[src/rtl/gumnut_exec_ctrl_if.sv]
// Instruction-memory fetch channel between the Gumnut sequencer (master) and imem (slave).
interface gumnut_exec_ctrl_if;
  logic [11:0] imem_addr;
  logic        imem_req;
  logic        imem_ack;
  logic [17:0] imem_data;

  modport master (output imem_addr, imem_req, input imem_ack, imem_data);
  modport slave  (input imem_addr, imem_req, output imem_ack, imem_data);
endinterface

[src/rtl/gumnut_exec_ctrl.sv]
// Gumnut multicycle fetch/decode/exec sequencer with 8x8 register file, PC and Z/C flags.
// Optional return stack enabled by defining GUMNUT_RET_STACK_EN.
module gumnut_exec_ctrl #(
  parameter logic [11:0] RESET_PC     = 12'h000,
  parameter int          RSTACK_DEPTH = 8
) (
  input  logic                clk,
  input  logic                rst,
  gumnut_exec_ctrl_if.master  imem,
  output logic [17:0]         IR,
  output logic [7:0]          GPR_rs,
  output logic [7:0]          GPR_r2,
  input  logic [7:0]          ALU_result,
  input  logic [7:0]          ALU_shift_result,
  input  logic                alu_c,
  input  logic                resume,
  output logic [11:0]         pc,
  output logic                cc_z,
  output logic                cc_c,
  output logic                retire,
  output logic                unsup,
  output logic                halted
);

  typedef enum logic [1:0] {S_FETCH, S_DECODE, S_EXEC, S_HALT} state_t;

  state_t             state, state_nx;
  logic [7:0]         rf [8];
  logic [11:0]        pc_inc, br_tgt, exec_pc;
  logic signed [11:0] br_off;
  logic [7:0]         wr_data;
  logic               wr_en, flag_en, unsup_c, halt_go, taken;

`ifdef GUMNUT_RET_STACK_EN
  localparam int SP_W = $clog2(RSTACK_DEPTH);
  logic [11:0]     rstack [RSTACK_DEPTH];
  logic [SP_W-1:0] sp, sp_top;
  logic [SP_W:0]   stk_cnt;
  logic            push, pop;

  assign sp_top = sp - 1'b1;
`else
  logic [31:0] unused_cfg;
  assign unused_cfg = RSTACK_DEPTH;
`endif

  assign pc_inc = pc + 12'd1;
  assign br_off = {{4{IR[7]}}, IR[7:0]};
  assign br_tgt = pc_inc + $unsigned(br_off);

  // Instruction decode for the EXEC cycle; prefix-coded opcode classes tested widest first
  always_comb begin
    wr_en   = 1'b0;
    flag_en = 1'b0;
    wr_data = ALU_result;
    exec_pc = pc_inc;
    unsup_c = 1'b0;
    halt_go = 1'b0;
    taken   = 1'b0;
`ifdef GUMNUT_RET_STACK_EN
    push    = 1'b0;
    pop     = 1'b0;
`endif
    if (!IR[17]) begin
      wr_en   = 1'b1;
      flag_en = 1'b1;
    end else if (!IR[16]) begin
      unsup_c = 1'b1;
    end else if (!IR[15]) begin
      wr_en   = 1'b1;
      flag_en = 1'b1;
      wr_data = ALU_shift_result;
    end else if (!IR[14]) begin
      wr_en   = 1'b1;
      flag_en = 1'b1;
    end else if (!IR[13]) begin
      exec_pc = IR[11:0];
`ifdef GUMNUT_RET_STACK_EN
      push    = IR[12];
`endif
    end else if (!IR[12]) begin
      case (IR[11:10])
        2'b00:   taken = cc_z;
        2'b01:   taken = !cc_z;
        2'b10:   taken = cc_c;
        default: taken = !cc_c;
      endcase
      if (taken) exec_pc = br_tgt;
    end else if (!IR[11]) begin
      case (IR[10:8])
        3'b000: begin
`ifdef GUMNUT_RET_STACK_EN
          if (stk_cnt != '0) begin
            pop     = 1'b1;
            exec_pc = rstack[sp_top];
          end else begin
            unsup_c = 1'b1;
          end
`else
          unsup_c = 1'b1;
`endif
        end
        3'b100, 3'b101: halt_go = 1'b1;
        default:        unsup_c = 1'b1;
      endcase
    end else begin
      unsup_c = 1'b1;
    end
  end

  // FSM next state and control outputs
  always_comb begin
    state_nx       = state;
    imem.imem_req  = 1'b0;
    imem.imem_addr = pc;
    retire         = 1'b0;
    unsup          = 1'b0;
    halted         = 1'b0;
    case (state)
      S_FETCH: begin
        imem.imem_req = !rst;
        if (imem.imem_ack) state_nx = S_DECODE;
      end
      S_DECODE: state_nx = S_EXEC;
      S_EXEC: begin
        retire   = 1'b1;
        unsup    = unsup_c;
        state_nx = halt_go ? S_HALT : S_FETCH;
      end
      default: begin
        halted = 1'b1;
        if (resume) state_nx = S_FETCH;
      end
    endcase
  end

  always_ff @(posedge clk or posedge rst) begin
    if (rst) begin
      state  <= S_FETCH;
      pc     <= RESET_PC;
      IR     <= '0;
      GPR_rs <= '0;
      GPR_r2 <= '0;
      cc_z   <= 1'b0;
      cc_c   <= 1'b0;
      for (int i = 0; i < 8; i++) rf[i] <= '0;
    end else begin
      state <= state_nx;
      case (state)
        S_FETCH: if (imem.imem_ack) IR <= imem.imem_data;
        S_DECODE: begin
          GPR_rs <= rf[IR[10:8]];
          GPR_r2 <= rf[IR[7:5]];
        end
        S_EXEC: begin
          // rf[0] is never written so r0 always reads as zero
          if (wr_en && (IR[13:11] != 3'd0)) rf[IR[13:11]] <= wr_data;
          if (flag_en) begin
            cc_z <= (wr_data == 8'd0);
            cc_c <= alu_c;
          end
          pc <= exec_pc;
        end
        default: ;
      endcase
    end
  end

`ifdef GUMNUT_RET_STACK_EN
  // Circular stack: a push when full overwrites the oldest entry, count saturates
  always_ff @(posedge clk or posedge rst) begin
    if (rst) begin
      sp      <= '0;
      stk_cnt <= '0;
    end else if (state == S_EXEC) begin
      if (push) begin
        sp <= sp + 1'b1;
        if (stk_cnt != (SP_W+1)'(RSTACK_DEPTH)) stk_cnt <= stk_cnt + 1'b1;
      end else if (pop) begin
        sp      <= sp_top;
        stk_cnt <= stk_cnt - 1'b1;
      end
    end
  end

  always_ff @(posedge clk) begin
    if ((state == S_EXEC) && push) rstack[sp] <= pc_inc;
  end
`endif

endmodule

[src/flat_wrapper.sv]
// flat-port wrapper written by rule: the top's interface ports become plain ports
module gumnut_exec_ctrl_flat 
#(
  parameter logic [11:0] RESET_PC     = 12'h000,
  parameter int          RSTACK_DEPTH = 8
)
  (clk, rst, IR, GPR_rs, GPR_r2, ALU_result, ALU_shift_result, alu_c, resume, pc, cc_z, cc_c, retire, unsup, halted, imem_imem_addr, imem_imem_req, imem_imem_ack, imem_imem_data);
  gumnut_exec_ctrl_if imem_i ();
  input  logic clk;
  input  logic rst;
  output logic [17:0] IR;
  output logic [7:0] GPR_rs;
  output logic [7:0] GPR_r2;
  input  logic [7:0] ALU_result;
  input  logic [7:0] ALU_shift_result;
  input  logic alu_c;
  input  logic resume;
  output logic [11:0] pc;
  output logic cc_z;
  output logic cc_c;
  output logic retire;
  output logic unsup;
  output logic halted;
  output wire logic [$bits(imem_i.imem_addr)-1:0] imem_imem_addr;
  output wire logic [$bits(imem_i.imem_req)-1:0] imem_imem_req;
  input wire logic [$bits(imem_i.imem_ack)-1:0] imem_imem_ack;
  input wire logic [$bits(imem_i.imem_data)-1:0] imem_imem_data;
  assign imem_imem_addr = imem_i.imem_addr;
  assign imem_imem_req = imem_i.imem_req;
  assign imem_i.imem_ack = imem_imem_ack;
  assign imem_i.imem_data = imem_imem_data;
  gumnut_exec_ctrl #(.RESET_PC(RESET_PC), .RSTACK_DEPTH(RSTACK_DEPTH)) u_core (.clk(clk), .rst(rst), .imem(imem_i), .IR(IR), .GPR_rs(GPR_rs), .GPR_r2(GPR_r2), .ALU_result(ALU_result), .ALU_shift_result(ALU_shift_result), .alu_c(alu_c), .resume(resume), .pc(pc), .cc_z(cc_z), .cc_c(cc_c), .retire(retire), .unsup(unsup), .halted(halted));
endmodule
[config.mk]
export PLATFORM = sky130hd
export DESIGN_NAME = gumnut_exec_ctrl_flat
export DESIGN_NICKNAME = d
export VERILOG_FILES = /design/src/rtl/gumnut_exec_ctrl_if.sv /design/src/rtl/gumnut_exec_ctrl.sv /design/src/flat_wrapper.sv
export SDC_FILE = /design/constraint.sdc
export NUM_CORES = 1
export LEC_CHECK = 0
export CORE_MARGIN = 3
export CORE_UTILIZATION = 35
export DETAILED_ROUTE_END_ITERATION = 16
export PLACE_DENSITY = 0.65
export SLEW_MARGIN = 20
export SYNTH_ARGS = -nofsm -noshare
export SYNTH_HDL_FRONTEND = slang
export SYNTH_SLANG_ARGS = --single-unit
[constraint.sdc]
create_clock -name clk -period 8.3 [get_ports clk]
set_input_delay 2.075 -clock clk [delete_from_list [all_inputs] [get_ports clk]]
set_output_delay 2.075 -clock clk [all_outputs]
set_load 0.01 [all_outputs]
Yosys cells after proc, flatten, opt, wreduce, memory -nomap -nowiden
Index checks and enable logic that the tools add are counted. W data, S select, Z words.

Add/sub/neg operators: 2. Multipliers: 0. Div/mod/pow operators: 0. Magnitude comparators: 4. Equal/unequal tests: 7. Shift operators: 0. Multiplexer cells: 54. Bitwise operators: 3. Reduce and logical (&&, ||, !) cells: 16.

Operators by type and width (count): $mux W12 (7); $bwmux W64 (1); $mux W8 (8); $bmux W8 S3 (2); $mux W1 (30); $demux W8 S3 (1); $add A12 B1 Y12 const B (1); $add A12 B12 Y12 (1); $ge A4 B4 Y1 const B (3); $not A3 Y4 (3); $logic_not A8 Y1 (1); $reduce_and A2 Y1 (4); $eq A3 B3 Y1 const B (2); $mux W2 (3); $pmux W2 S3 (1); $eq A2 B1 Y1 const B (2); $eq A2 B2 Y1 const B (2); $logic_not A2 Y1 (2); $lt A4 B1 Y1 const B (1); $reduce_bool A4 Y1 (1); $logic_not A1 Y1 (3); $pmux W1 S3 (1); $reduce_bool A3 Y1 (1); $reduce_or A3 Y1 (1); 3 further kinds (4).

Register bits after elaboration: 114. Latch bits: 0. RAM bits: 0. ROM bits: 0. Input bits: 39. Output and inout bits: 64. Word-level logic and storage cells: 101. Memories kept: 0.

Depth between registers and ports, before layout
Word-level depth: 15. Mapped depth: 14.

Worst setup path before layout
No wires, ideal clock.

Path type: input to output. From: input port rst. To: output port imem_imem_req. Arrival: 2.334 ns. Data required time: 6.225 ns. Setup slack: 3.891 ns. Stages: 1. Path through: nor3_1.

Word-level cells in the longest chain between the ends: 2.

Ends and longest elaborated chain: from (decl) (RTL line flat_wrapper.sv:10) `input logic rst;`; $logic_not A1 Y1 (RTL line gumnut_exec_ctrl.sv:121) `imem.imem_req = !rst;`; $mux W1 (RTL line gumnut_exec_ctrl.sv:119) `case (state)`; to (decl) (RTL line flat_wrapper.sv:25) `output wire logic [$bits(imem_i.imem_req)-1:0] imem_imem_req;`.

Every way passes these cells.

Worst setup path after layout
Ends and elaborated chain as after synthesis.

==> out/results.ini <==
[worst_setup_path]
crit_family=buffers and inverters
max_stage_delay_ns=0.56
crit_top_cell=clkdlybuf4s50_1
end_kind=output port
cp_max_fo=2
worstPathArrival_ns=3.26
worstPathCellList=clkdlybuf4s50_1 -> nor3_1 -> clkdlybuf4s50_1
worstPathRequired_ns=6.23
path_buf_inv=2
timing.rr.start=u_core.imem.imem_addr[0]
r2r_cells=13
startpoint=rst
cp.depth=3
start_kind=input pin
path_class=input pin to output port
worst_path_max_delay_cell=clkdlybuf4s50_1

[route]
routed_wl_mm=16.1
via_count=4898
drc_errors=0
drt_first_pass_iters=6
drt_iter0_drc=400
post_drt_wl_per_cell_um=18.0
vias_per_cell=5.46
antenna_left=0

[cts]
cts_tree=done
cts_buffer_depth=2
cts_buffers=17
cts.sinks=114
clock_latency_ns=0.41
post_cts_buffers=0
ctsHtreeMaxLevel=4
cts_root_buf=clkbuf_16
hold_buffers=0
cts_resized=0
clkTransAtPathRegs_ns=0.05

[power_and_ir_drop]
ir_drop_v=0.000204
p_leak_nw=3.34
power_density_nw_per_um2=444

[timing]
finalSetupViolCount=0
fin_crit_ns=5.34
skew_ns=0.0104
rsz0062_at_grt=false
slew_headroom_pct=30.0
slew_viol_final=0
tightest_slew_ns=1.05
fmax_mhz=187
timing.final.crit_share_pct=64.3
fin_setup_tns_ns=0
hold_viol=0

[final_layout]
drive_above_1_share_pct=15.0
fin_nets=716
seqCellArea_um2=2850
finalInstanceArea_um2=8020
utilization_pct=45.9
n_antenna_cell=0
multi_input_area_um2=3180
n_fill_cell=1581
area_delta_synth_final_pct=26.7

[logic_synthesis]
synth_top_area_share_pct=45.1
synth.distinct_cells=59
yosysMostFrequentCell=dfrtp_1
ys_top_cells_by_count=dfrtp_1 (114), nand2_1 (66), o21ai_0 (66)
ys_ff_latch=114
synth-edff-count=0
synth_area_um2=6330
synth_largest_area_cell=dfrtp_1
synth_cells=588
syn_nets=643
seq_area_frac_synth_pct=45.1
avgSynthCellArea_um2=10.8
synth.yosys.warnings=0
synth.top_cells.by_area=dfrtp_1 (45%), mux4_2 (11%), o21ai_0 (5.2%)
ys.flop_type=dfrtp_1
async_reset_ff_share_pct=100

[grt]
grt_antenna_before_repair=0
globalRouteOverflowTotal=0
grt_pass1_vias=4994
grt_max_degree=78
track_usage_pct=17.0
grt_pass1_wl_mm=26.6

[worst_hold_path]
holdCritPathClass=flip-flop to flip-flop
hp-start=u_core.rf[63]
hold_depth=0

[floorplanning]
die_w_um=140
initial_core_util_pct=36.2
rows=48
pin_count=103
coreArea_um2=17500
die_h_um=140
die_area_um2=19700

[placed_design]
gp_congestion=0.820
dpl.hpwl_mm=11.5
placed_cell_area_um2=7410
port_buffers=102

[status]
status=complete, no violations

[run]
max_cap_violations=0

## where the power goes
group          switching [mW]  total [mW]  internal, mW  leakage [nW]
Clock                   0.248       0.738         0.490         0.294
Sequential              0.300        1.10         0.803          1.32
Combinational           0.823        1.72         0.898          1.72
## per-stage QoR
| stage | hold WS [ns] | power, mW | cells | worst slack (ns) |
|---|---|---|---|---|
| 3_3_place_gp | 0.376 | 2.76 | 867 | 2.96 |
| 4_1_cts | 0.396 | 3.58 | 897 | 2.95 |
| 6_report | 0.394 | 3.56 | 897 | 2.96 |
| 5_1_grt | 0.404 | 3.82 | 897 | 2.91 |
| 2_1_floorplan | 0.441 | 2.22 | 588 | 3.21 |
| 3_5_place_dp | 0.384 | 2.83 | 867 | 2.96 |
## final timing paths
path                                             end  slack, ns
min in group asynchronous               u_core.IR[0]       2.09
hold reg to reg                        u_core.rf[63]       0.39
hold / removal                         u_core.rf[63]       0.39
max in group asynchronous           u_core.GPR_r2[2]       4.87
setup reg to reg           u_core.imem.imem_addr[11]       4.83
setup / recovery                       imem_imem_req       2.96
## registers in the layout, indices dropped and copies added (netlist names)
| signal | count |
|---|---|
| u_core.IR | 18 |
| u_core.GPR_r2 | 8 |
| u_core.cc_z | 1 |
| u_core.state | 2 |
| u_core.rf | 64 |
| u_core.cc_c | 1 |
| u_core.GPR_rs | 8 |
| u_core.imem.imem_addr | 12 |
## layout by cell type, fill, tap and decap left out, types with 10 or more instances in the layout
cell type	netlist	routed
clkdlybuf4s50_1	0	102
nand2_1	66	66
nor2_1	38	38
a21oi_1	34	34
xnor2_1	13	13
mux2i_1	25	25
mux2_2	19	19
ha_1	15	15
o21ai_0	66	66
mux4_2	32	32
nand3_1	10	10
clkbuf_16	0	17
dfrtp_1	114	114
## per-layer routing
| layer | up-vias | track usage, % | wire (um) |
|---|---|---|---|
| li1 | 2280 | - | - |
| met1 | 2417 | 23.6 | 7270 |
| met2 | 182 | 26.5 | 7530 |
| met3 | 19 | 3.99 | 1060 |
| met4 | 0 | 5.66 | 248 |
| met5 | - | 0 | 0 |
## final cells by class
class | count | area share [%]
clock buffers | 20 | 5.82
inverters | 10 | 0.500
flip-flops and latches | 114 | 35.6
well taps | 225 | 3.51
multi-input cells | 411 | 39.7
clock inverters | 10 | 1.67
repair buffers | 107 | 13.2
## logic make-up (layout without fill, tap and decap cells)
logic type / Yosys count / after routing / share of synthesized area [%]
and+or+nand+nor: 156 / 156 / 12.0
AOI/OAI and AO/OA: 145 / 145 / 13.7
DFF: 114 / 114 / 45.1
muxes: 76 / 76 / 18.7
buffers and inverters: 63 / 147 / 4.73
xor gates and xnor gates: 18 / 18 / 2.49
adders and majority gates: 16 / 16 / 3.28
No activity file was read; power rests on OpenSTA's default activity.
